## config.mk

```make
export PLATFORM = sky130hd
export DESIGN_NAME = fixed_vmac_flat
export DESIGN_NICKNAME = d
export VERILOG_FILES = /design/src/rtl/fixed_vmac_if.sv /design/src/rtl/fixed_vmac.sv /design/src/flat_wrapper.sv
export SDC_FILE = /design/constraint.sdc
export NUM_CORES = 2
export LEC_CHECK = 0
export ABC_AREA = 1
export CAP_MARGIN = 15
export CORE_ASPECT_RATIO = 1.25
export CORE_MARGIN = 3
export CORE_UTILIZATION = 62
export DETAILED_ROUTE_END_ITERATION = 16
export GPL_TIMING_DRIVEN = 0
export PLACE_DENSITY = 0.83
export SLEW_MARGIN = 30
export SYNTH_ARGS = -nofsm -noshare
export SYNTH_HDL_FRONTEND = slang
export SYNTH_SLANG_ARGS = --single-unit
```

## constraint.sdc

```tcl
create_clock -name clk -period 5.1 [get_ports clk]
set_input_delay 0.51 -clock clk [delete_from_list [all_inputs] [get_ports clk]]
set_output_delay 0.51 -clock clk [all_outputs]
set_load 0.02 [all_outputs]
```

## src/rtl/fixed_vmac_if.sv

```systemverilog
`default_nettype none
// ============================================================================
// Module   : fixed_vmac_if
// Brief    : A/B operand channels and the result channel of fixed_vmac.
//            The master drives operands and out_ready. The slave (the MAC)
//            drives the ready signals and the result.
// Revision : 1.0 - initial release
// ============================================================================
interface fixed_vmac_if #(
  parameter int LANES = 4,
  parameter int WA    = 12,
  parameter int WB    = 8,
  parameter int WO    = 45,
  parameter int CNTW  = 16
);
  logic [LANES*WA-1:0] A_data;
  logic                A_valid;
  logic                A_ready;
  logic                A_last;
  logic [LANES*WB-1:0] B_data;
  logic                B_valid;
  logic                B_ready;
  logic                B_last;
  logic [WO-1:0]       out_data;
  logic                out_valid;
  logic                out_ready;
  logic                out_last;
  logic [CNTW-1:0]     out_count;
  logic                last_mismatch;
  logic                overflow;
  logic                underflow;

  modport master (
    output A_data, A_valid, A_last, B_data, B_valid, B_last, out_ready,
    input  A_ready, B_ready, out_data, out_valid, out_last, out_count,
           last_mismatch, overflow, underflow
  );

  modport slave (
    input  A_data, A_valid, A_last, B_data, B_valid, B_last, out_ready,
    output A_ready, B_ready, out_data, out_valid, out_last, out_count,
           last_mismatch, overflow, underflow
  );
endinterface
`default_nettype wire

```

## src/rtl/fixed_vmac.sv

```systemverilog
`default_nettype none
// ============================================================================
// Module   : fixed_vmac
// Brief    : Multi-lane fixed-point multiply-accumulate. Each accepted beat
//            adds the sum of LANES signed products to a frame accumulator.
//            At frame end the sum is resized to Q(WIO).(WFO). Rounding and
//            saturation are optional.
// Revision : 1.0 - initial release
// ============================================================================
module fixed_vmac #(
  parameter int LANES = 4,
  parameter int WI1   = 4,
  parameter int WF1   = 8,
  parameter int WI2   = 3,
  parameter int WF2   = 5,
  parameter int WIO   = 15,
  parameter int WFO   = 30,
  parameter int EXTRA = 16,
  parameter int CNTW  = 16
) (
  input  wire logic clk,
  input  wire logic reset,
  input  wire logic round_en,
  input  wire logic OF_saturation,
  input  wire logic UF_saturation,
  fixed_vmac_if.slave bus
);
  localparam int WA   = WI1 + WF1;
  localparam int WB   = WI2 + WF2;
  localparam int WP   = WA + WB;
  localparam int F    = WF1 + WF2;
  localparam int WS   = WP + $clog2(LANES);
  localparam int WACC = WS + EXTRA;
  localparam int WO   = WIO + WFO;
  localparam int SHL  = (WFO >= F) ? (WFO - F) : 0;
  localparam int SHR  = (WFO <  F) ? (F - WFO) : 0;
  // Resize is done in a width that holds the shifted value plus a rounding
  // carry and always exceeds the output width, so the range compare is exact.
  localparam int WR0  = WACC + SHL + 1;
  localparam int WR   = (WR0 > WO + 1) ? WR0 : WO + 1;
  localparam logic signed [WR-1:0] C_MAX = {{(WR-WO+1){1'b0}}, {(WO-1){1'b1}}};
  localparam logic signed [WR-1:0] C_MIN = {{(WR-WO+1){1'b1}}, {(WO-1){1'b0}}};
  // The frame-ending beat takes four edges (S1..S4) to land in the accumulator.
  localparam logic [2:0] DRAIN_CYCLES = 3'd4;

  typedef enum logic [1:0] {IDLE = 2'd0, ACC = 2'd1, DRAIN = 2'd2, OUT = 2'd3} state_t;

  state_t                    state_q, state_d;
  logic [LANES*WA-1:0]       a_q, a_d;
  logic [LANES*WB-1:0]       b_q, b_d;
  logic signed [WP-1:0]      prod_q [LANES];
  logic signed [WP-1:0]      prod_d [LANES];
  logic signed [WS-1:0]      sum_q, sum_d;
  logic signed [WACC-1:0]    acc_q, acc_d;
  logic [CNTW-1:0]           cnt_q, cnt_d;
  logic [2:0]                dcnt_q, dcnt_d;
  logic [WO-1:0]             data_q, data_d;
  logic                      ovf_q, ovf_d, unf_q, unf_d, mism_q, mism_d;

  logic                      w_ready, w_accept;
  logic signed [WR-1:0]      w_half, w_ext, w_sum, w_val;
  logic                      w_ovf, w_unf;
  logic [WO-1:0]             w_res;

  generate
    if (SHR > 0) begin : g_round
      assign w_half = WR'(1) <<< (SHR - 1);
    end else begin : g_no_round
      assign w_half = '0;
    end
  endgenerate

  assign w_ready  = (state_q == ACC);
  assign w_accept = w_ready & bus.A_valid & bus.B_valid;

  // S2 lane products and S3 lane sum, both from the previous stage registers
  always_comb begin
    sum_d = '0;
    for (int i = 0; i < LANES; i++) begin
      prod_d[i] = WP'($signed(a_q[i*WA +: WA])) * WP'($signed(b_q[i*WB +: WB]));
      sum_d     = sum_d + WS'(prod_q[i]);
    end
  end

  // Resize the accumulator: align the binary point, optionally round, saturate
  always_comb begin
    w_ext = WR'(acc_q);
    w_sum = w_ext + (round_en ? w_half : '0);
    w_val = (w_sum >>> SHR) <<< SHL;
    w_ovf = (w_val > C_MAX);
    w_unf = (w_val < C_MIN);
    w_res = w_val[WO-1:0];
    if (w_ovf && OF_saturation) w_res = C_MAX[WO-1:0];
    if (w_unf && UF_saturation) w_res = C_MIN[WO-1:0];
  end

  // Frame control, operand capture and accumulation
  always_comb begin
    state_d = state_q;
    a_d     = '0;
    b_d     = '0;
    acc_d   = acc_q + WACC'(sum_q);
    cnt_d   = cnt_q;
    dcnt_d  = dcnt_q;
    data_d  = data_q;
    ovf_d   = ovf_q;
    unf_d   = unf_q;
    mism_d  = mism_q;
    case (state_q)
      IDLE: state_d = ACC;
      ACC: begin
        if (w_accept) begin
          // Idle cycles feed zeros into S1, so the accumulator adds nothing.
          a_d = bus.A_data;
          b_d = bus.B_data;
          if (cnt_q != {CNTW{1'b1}}) cnt_d = cnt_q + 1'b1;
          if (bus.A_last | bus.B_last) begin
            state_d = DRAIN;
            dcnt_d  = DRAIN_CYCLES;
            mism_d  = bus.A_last ^ bus.B_last;
          end
        end
      end
      DRAIN: begin
        if (dcnt_q == 3'd0) begin
          state_d = OUT;
          data_d  = w_res;
          ovf_d   = w_ovf;
          unf_d   = w_unf;
        end else begin
          dcnt_d = dcnt_q - 3'd1;
        end
      end
      OUT: begin
        if (bus.out_ready) begin
          state_d = ACC;
          acc_d   = '0;
          cnt_d   = '0;
        end
      end
      default: state_d = IDLE;
    endcase
  end

  // State and pipeline registers
  always_ff @(posedge clk) begin
    if (reset) begin
      state_q <= IDLE;
      a_q     <= '0;
      b_q     <= '0;
      for (int i = 0; i < LANES; i++) prod_q[i] <= '0;
      sum_q   <= '0;
      acc_q   <= '0;
      cnt_q   <= '0;
      dcnt_q  <= '0;
      data_q  <= '0;
      ovf_q   <= 1'b0;
      unf_q   <= 1'b0;
      mism_q  <= 1'b0;
    end else begin
      state_q <= state_d;
      a_q     <= a_d;
      b_q     <= b_d;
      for (int i = 0; i < LANES; i++) prod_q[i] <= prod_d[i];
      sum_q   <= sum_d;
      acc_q   <= acc_d;
      cnt_q   <= cnt_d;
      dcnt_q  <= dcnt_d;
      data_q  <= data_d;
      ovf_q   <= ovf_d;
      unf_q   <= unf_d;
      mism_q  <= mism_d;
    end
  end

  assign bus.A_ready       = w_ready;
  assign bus.B_ready       = w_ready;
  assign bus.out_valid     = (state_q == OUT);
  assign bus.out_last      = (state_q == OUT);
  assign bus.out_data      = data_q;
  assign bus.out_count     = cnt_q;
  assign bus.overflow      = ovf_q;
  assign bus.underflow     = unf_q;
  assign bus.last_mismatch = mism_q;
endmodule
`default_nettype wire

```

## src/flat_wrapper.sv

```systemverilog
// flat-port wrapper written by rule: the top's interface ports become plain ports
module fixed_vmac_flat 
#(
  parameter int LANES = 4,
  parameter int WI1   = 4,
  parameter int WF1   = 8,
  parameter int WI2   = 3,
  parameter int WF2   = 5,
  parameter int WIO   = 15,
  parameter int WFO   = 30,
  parameter int EXTRA = 16,
  parameter int CNTW  = 16
)
  (clk, reset, round_en, OF_saturation, UF_saturation, bus_A_data, bus_A_valid, bus_A_last, bus_B_data, bus_B_valid, bus_B_last, bus_out_ready, bus_A_ready, bus_B_ready, bus_out_data, bus_out_valid, bus_out_last, bus_out_count, bus_last_mismatch, bus_overflow, bus_underflow);
  fixed_vmac_if #(.LANES(LANES), .WA(12), .WB(8), .WO(45), .CNTW(CNTW)) bus_i ();
  input  wire logic clk;
  input  wire logic reset;
  input  wire logic round_en;
  input  wire logic OF_saturation;
  input  wire logic UF_saturation;
  input wire logic [$bits(bus_i.A_data)-1:0] bus_A_data;
  input wire logic [$bits(bus_i.A_valid)-1:0] bus_A_valid;
  input wire logic [$bits(bus_i.A_last)-1:0] bus_A_last;
  input wire logic [$bits(bus_i.B_data)-1:0] bus_B_data;
  input wire logic [$bits(bus_i.B_valid)-1:0] bus_B_valid;
  input wire logic [$bits(bus_i.B_last)-1:0] bus_B_last;
  input wire logic [$bits(bus_i.out_ready)-1:0] bus_out_ready;
  output wire logic [$bits(bus_i.A_ready)-1:0] bus_A_ready;
  output wire logic [$bits(bus_i.B_ready)-1:0] bus_B_ready;
  output wire logic [$bits(bus_i.out_data)-1:0] bus_out_data;
  output wire logic [$bits(bus_i.out_valid)-1:0] bus_out_valid;
  output wire logic [$bits(bus_i.out_last)-1:0] bus_out_last;
  output wire logic [$bits(bus_i.out_count)-1:0] bus_out_count;
  output wire logic [$bits(bus_i.last_mismatch)-1:0] bus_last_mismatch;
  output wire logic [$bits(bus_i.overflow)-1:0] bus_overflow;
  output wire logic [$bits(bus_i.underflow)-1:0] bus_underflow;
  assign bus_i.A_data = bus_A_data;
  assign bus_i.A_valid = bus_A_valid;
  assign bus_i.A_last = bus_A_last;
  assign bus_i.B_data = bus_B_data;
  assign bus_i.B_valid = bus_B_valid;
  assign bus_i.B_last = bus_B_last;
  assign bus_i.out_ready = bus_out_ready;
  assign bus_A_ready = bus_i.A_ready;
  assign bus_B_ready = bus_i.B_ready;
  assign bus_out_data = bus_i.out_data;
  assign bus_out_valid = bus_i.out_valid;
  assign bus_out_last = bus_i.out_last;
  assign bus_out_count = bus_i.out_count;
  assign bus_last_mismatch = bus_i.last_mismatch;
  assign bus_overflow = bus_i.overflow;
  assign bus_underflow = bus_i.underflow;
  fixed_vmac #(.LANES(LANES), .WI1(WI1), .WF1(WF1), .WI2(WI2), .WF2(WF2), .WIO(WIO), .WFO(WFO), .EXTRA(EXTRA), .CNTW(CNTW)) u_core (.clk(clk), .reset(reset), .round_en(round_en), .OF_saturation(OF_saturation), .UF_saturation(UF_saturation), .bus(bus_i));
endmodule
```

---- Yosys cells after proc, flatten, opt, wreduce, memory -nomap -nowiden ----
Memories as Yosys holds them, arrays and structs flattened.
Index checks and enable logic that the tools add are counted.
cells by class
  $lt $le $gt $ge ......................... 2
  bitwise operators ....................... 10
  divide/modulo/power cells ............... 0
  shift operators ......................... 0
  equal/unequal tests ..................... 10
  reduce and logical (&&, ||, !) cells .... 12
  $add $sub $neg .......................... 6
  $mul .................................... 4
  mux-type cells .......................... 24
operators by type and width
  kind                                                                                number
  45-bit 2-to-1 mux                                                                   2
  12-bit by 8-bit multiplier with 20-bit output                                       4
  20-bit 2-to-1 mux                                                                   4
  38-bit 2-to-1 mux                                                                   2
  55-bit by 45-bit greater-than comparator with 1-bit output (second input constant)  1
  55-bit by 45-bit < comparator with 1-bit output (second input constant)             1
  16-bit 2-to-1 mux                                                                   3
  38-bit by 22-bit adder with 38-bit output                                           1
  16-bit case mux with 2 select lines                                                 1
  21-bit by 20-bit adder with 22-bit output                                           1
  22-bit by 20-bit adder with 22-bit output                                           1
  20-bit by 20-bit adder with 21-bit output                                           1
  16-bit by 1-bit adder with 16-bit output (second input constant)                    1
  16-bit inequality test (second input constant)                                      1
  4-bit AND reduction                                                                 3
  2-bit inequality test (second input constant)                                       5
  3-bit 2-to-1 mux                                                                    3
  2-bit 2-to-1 mux                                                                    4
  2-bit case mux with 4 select lines                                                  1
  3-bit case mux with 2 select lines                                                  1
  1-bit OR                                                                            5
  2-bit == test (second input constant)                                               2
  2-bit nonzero test                                                                  2
  3-bit zero test                                                                     1
  12 further kinds                                                                    17
storage, ports and cells
  bits in latches ......................... 0
  input bits .............................. 90
  output and inout bits ................... 68
  memories ................................ 1
  bits in registers ....................... 209
  memory bits (read-only) ................. 0
  memory bits (writable) .................. 80
memory list
  memory         depth  width  rd ports  clocked after Yosys merged registers in  write ports  RTL line          text
  u_core.prod_q  4      20     4         0                                        4            fixed_vmac.sv:51  logic signed [WP-1:0] prod_q [LANES];

---- Logic depth before layout (Yosys ltp) ----
  depth after elaboration ................. 5
  depth in mapped cells ................... 21

---- Worst setup path after synthesis ----
OpenSTA, ideal clock, no wires.
  path type ............................... reg-to-reg
  start ................................... register u_core.b_q[2]
  end ..................................... memory u_core.prod_q[0][19] in the netlist's numbering
  data required time ...................... 4987 ps
  clock period less this slack ............ 4239 ps
  data arrival time ....................... 4126 ps
  slack ................................... 861 ps
  buffers on the path ..................... 1
  stages on the path, launching flop included .. 19
  cell sequence ........................... dfxtp_1 > clkbuf_1 > nand2_1 > fa_1 > inv_1 > fa_1 > fa_1 > inv_1 > fa_1 > inv_1 > ha_1 > a21oi_1 > nor2_1 > o21ai_0 > nand3b_1 > a21oi_1 > nand2_1 > nand2_1 > nor2_1
RTL lines
  item                    RTL line           text
  from (decl)             fixed_vmac.sv:50   logic [LANES*WB-1:0] b_q, b_d;
  from (signal assigned)  fixed_vmac.sv:150  b_q <= '0;
  from (signal assigned)  fixed_vmac.sv:163  b_q <= b_d;
  to (decl)               fixed_vmac.sv:51

==> reports/results.ini <==
[drt]
viasPerCell = 5.18
wl_per_cell_um = 14.8
drc = 0
wirelength_um = 67500
top_layer = met4
first_pass_iters = 5
detail-route-antenna-nets = 0
via_count = 23700
wl_met3_um = 3560
drt_iter0_drc = 1474
wl_met1_um = 25700
wl_met2_um = 34800

[floorplanning]
start_util_pct = 63.5
dieArea_um2 = 47300
io_pins = 158
die_h_um = 242
core_um2 = 43600
dieWidth_um = 195
rows = 85

[timing]
fmax_ghz = 0.209
setup_viol = 0
finalClockSkew_ns = 0.0138
relSlewSlack_pct = 36.8
hold_viol = 0
slew_violations = 0
worst_slew_pin_slew_ns = 0.947
fin_crit_sh_pct = 93.9
tns_ns = 0
fin_crit_ns = 4.79
rsz0062_at_grt = false

[power]
p_leak_nw = 17.7
p_per_area_nw_per_um2 = 190
ir_worst_vdd_mv = 0.298
power_mw = 5.91

[yosys]
avgSynthCellArea_um2 = 7.29
yosys_warnings = 0
synthCells = 3800
ys_types = 43
synth-seq-cells = 273
synthFlopType = dfxtp_1
seq_area_frac_synth_pct = 19.7
synth.net_count = 4462
netlist_area_um2 = 27700
synth-edff-count = 0
synthArstFlopShare_pct = 0

[final_layout]
n_fill_cell = 3505
drive_above_1_share_pct = 3.37
multiInputGateArea_um2 = 18000
final_common_cell = inv_1
nNetsFinal = 4646
diodes = 0
final_core_util_pct = 71.2
regArea_um2 = 5470
syn2layout_area_growth_pct = 12.1
mostFrequentLayoutCells = 960 x inv_1, 874 x nand2_1, 358 x fa_1

[placed_design]
port_buffers = 156
place.gp.congestion = 0.990
dp_hpwl_um = 55200

[global_routing]
grt_pass1_vias = 24000
grt-ovfl-total = 0
grt_pass1_wl_um = 113000
track_usage_pct = 29.0
antenna_found_initial = 0
grt_max_degree = 19

[critical_path]
cp_cell_sequence = clkbuf_1 > nand2_1 > fa_1 > inv_1 > fa_1 > inv_1 > fa_1 > inv_1 > fa_1 > ha_1 > inv_1 > nor3_1 > a21oi_1 > nand2_1 > nand2_1 > nand2_1 > nor2_1
critPathSlowestCell = fa_1
arrival_ns = 5.26
worstPathRequired_ns = 5.57
cp_num_buf_inv = 5
critPathMaxStageDelay_ns = 0.67
cp_top_family = adder cells
start_kind = flop
worstSetupPathType = flop to flop
cp-end-kind = flop
critical_path.max_fanout = 10

[hold_path]
min_path_type = primary input to flop

[clocking]
cts_tree = built
cts_buffers = 29
clkTransAtPathRegs_ns = 0.07
htreeDepth = 1
clk_latency_ns = 0.59
clk_path_buf_depth = 3
postCtsSetupBuffers = 0
hold_buffers = 0
clock_sinks = 273
root_buffer = clkbuf_16
ctsResizeCount = 0

[flow_run]
cap_violations = 0

[outcome]
status = finished clean

where the power goes:
| part | switching [mW] | internal [mW] |
|---|---|---|
| sequential | 0.0862 | 2.24 |
| combinational | 0.722 | 0.433 |
| clock | 0.995 | 1.44 |
worst paths after layout:
kind	startpoint	to	slack (ns)	cells after the start
worst min register to register	u_core.bus.out_data[24]	u_core.bus.out_data[24]	0.46	2
worst min-delay path	bus_A_data[28]	u_core.a_q[28]	0.44	3
worst max-delay path	u_core.b_q[27]	u_core.prod_q[0][79]	0.31	17
worst max register to register	u_core.b_q[27]	u_core.prod_q[0][79]	0.31	17
kinds of logic after synthesis:
group	share of synthesized area [%]
flip-flops	19.7
AND/OR/NAND/NOR	20.0
XOR/XNOR	1.17
AO/OA/AOI/OAI	8.25
adder cells (fa/ha/maj)	35.5
buffers and inverters	15.3
layout make-up:
cell class / count / share of cell area [%]
Multi-Input combinational cell: 2428 / 58.0
Sequential cell: 273 / 17.6
Inverter: 963 / 11.6
Timing Repair Buffer: 157 / 5.05
Clock buffer: 31 / 2.39
Tap cell: 565 / 2.28
Buffer: 132 / 1.95
Clock inverter: 23 / 1.14
cell usage after synthesis, types with 7 or more instances:
master	n	share of area, %
nand2_2	7	0.16
nand2_1	874	12
or2_2	12	0.27
a21o_1	12	0.33
o21bai_1	7	0.19
o21a_1	12	0.33
nor3_1	26	0.47
inv_1	960	13
xor2_1	18	0.57
nor2_1	353	4.8
o21ai_0	119	2.1
fa_1	358	26
a21oi_1	238	4.3
a21oi_2	11	0.35
nand4_1	18	0.41
a21boi_0	7	0.19
xnor2_1	19	0.60
buf_4	18	0.49
dfxtp_1	273	20
clkbuf_1	92	1.2
nand3_1	90	1.6
ha_1	214	9.7
clkbuf_2	15	0.27
worst min-delay path: stages:
cell	delay (ns)
clkdlybuf4s50_1	0.39
inv_1	0.05
nor2_1	0.03
per-stage QoR:
| step | setup slack (ns) | area (um^2) | hold WS (ns) | cells |
|---|---|---|---|---|
| after floorplan | 0.861 | 27700 | 0.422 | 3800 |
| after global placement | 0.340 | 30000 | 0.453 | 4521 |
| after detailed placement | 0.306 | 30000 | 0.455 | 4522 |
| after CTS | 0.267 | 31100 | 0.407 | 4576 |
| after global routing | 0.00947 | 31100 | 0.442 | 4572 |
| final | 0.313 | 31100 | 0.436 | 4572 |
state kept, by name, indices dropped and copies added, names as in the netlist, 3 cells and up:
signal,count
u_core.bus.out_data,29
u_core.prod_q,80
u_core.b_q,32
u_core.a_q,48
u_core.acc_q,38
u_core.dcnt_q,3
u_core.sum_q,22
u_core.bus.out_count,16
layer usage:
| metal | GRT usage (%) | vias up |
|---|---|---|
| met3 | 2.94 | 181 |
| met4 | 13.3 | 0 |
| met1 | 33.8 | 11200 |
| met2 | 53.5 | 732 |
| li1 | - | 11600 |
| met5 | 0 | - |
Note: power is estimated with default switching activity, not from simulation.
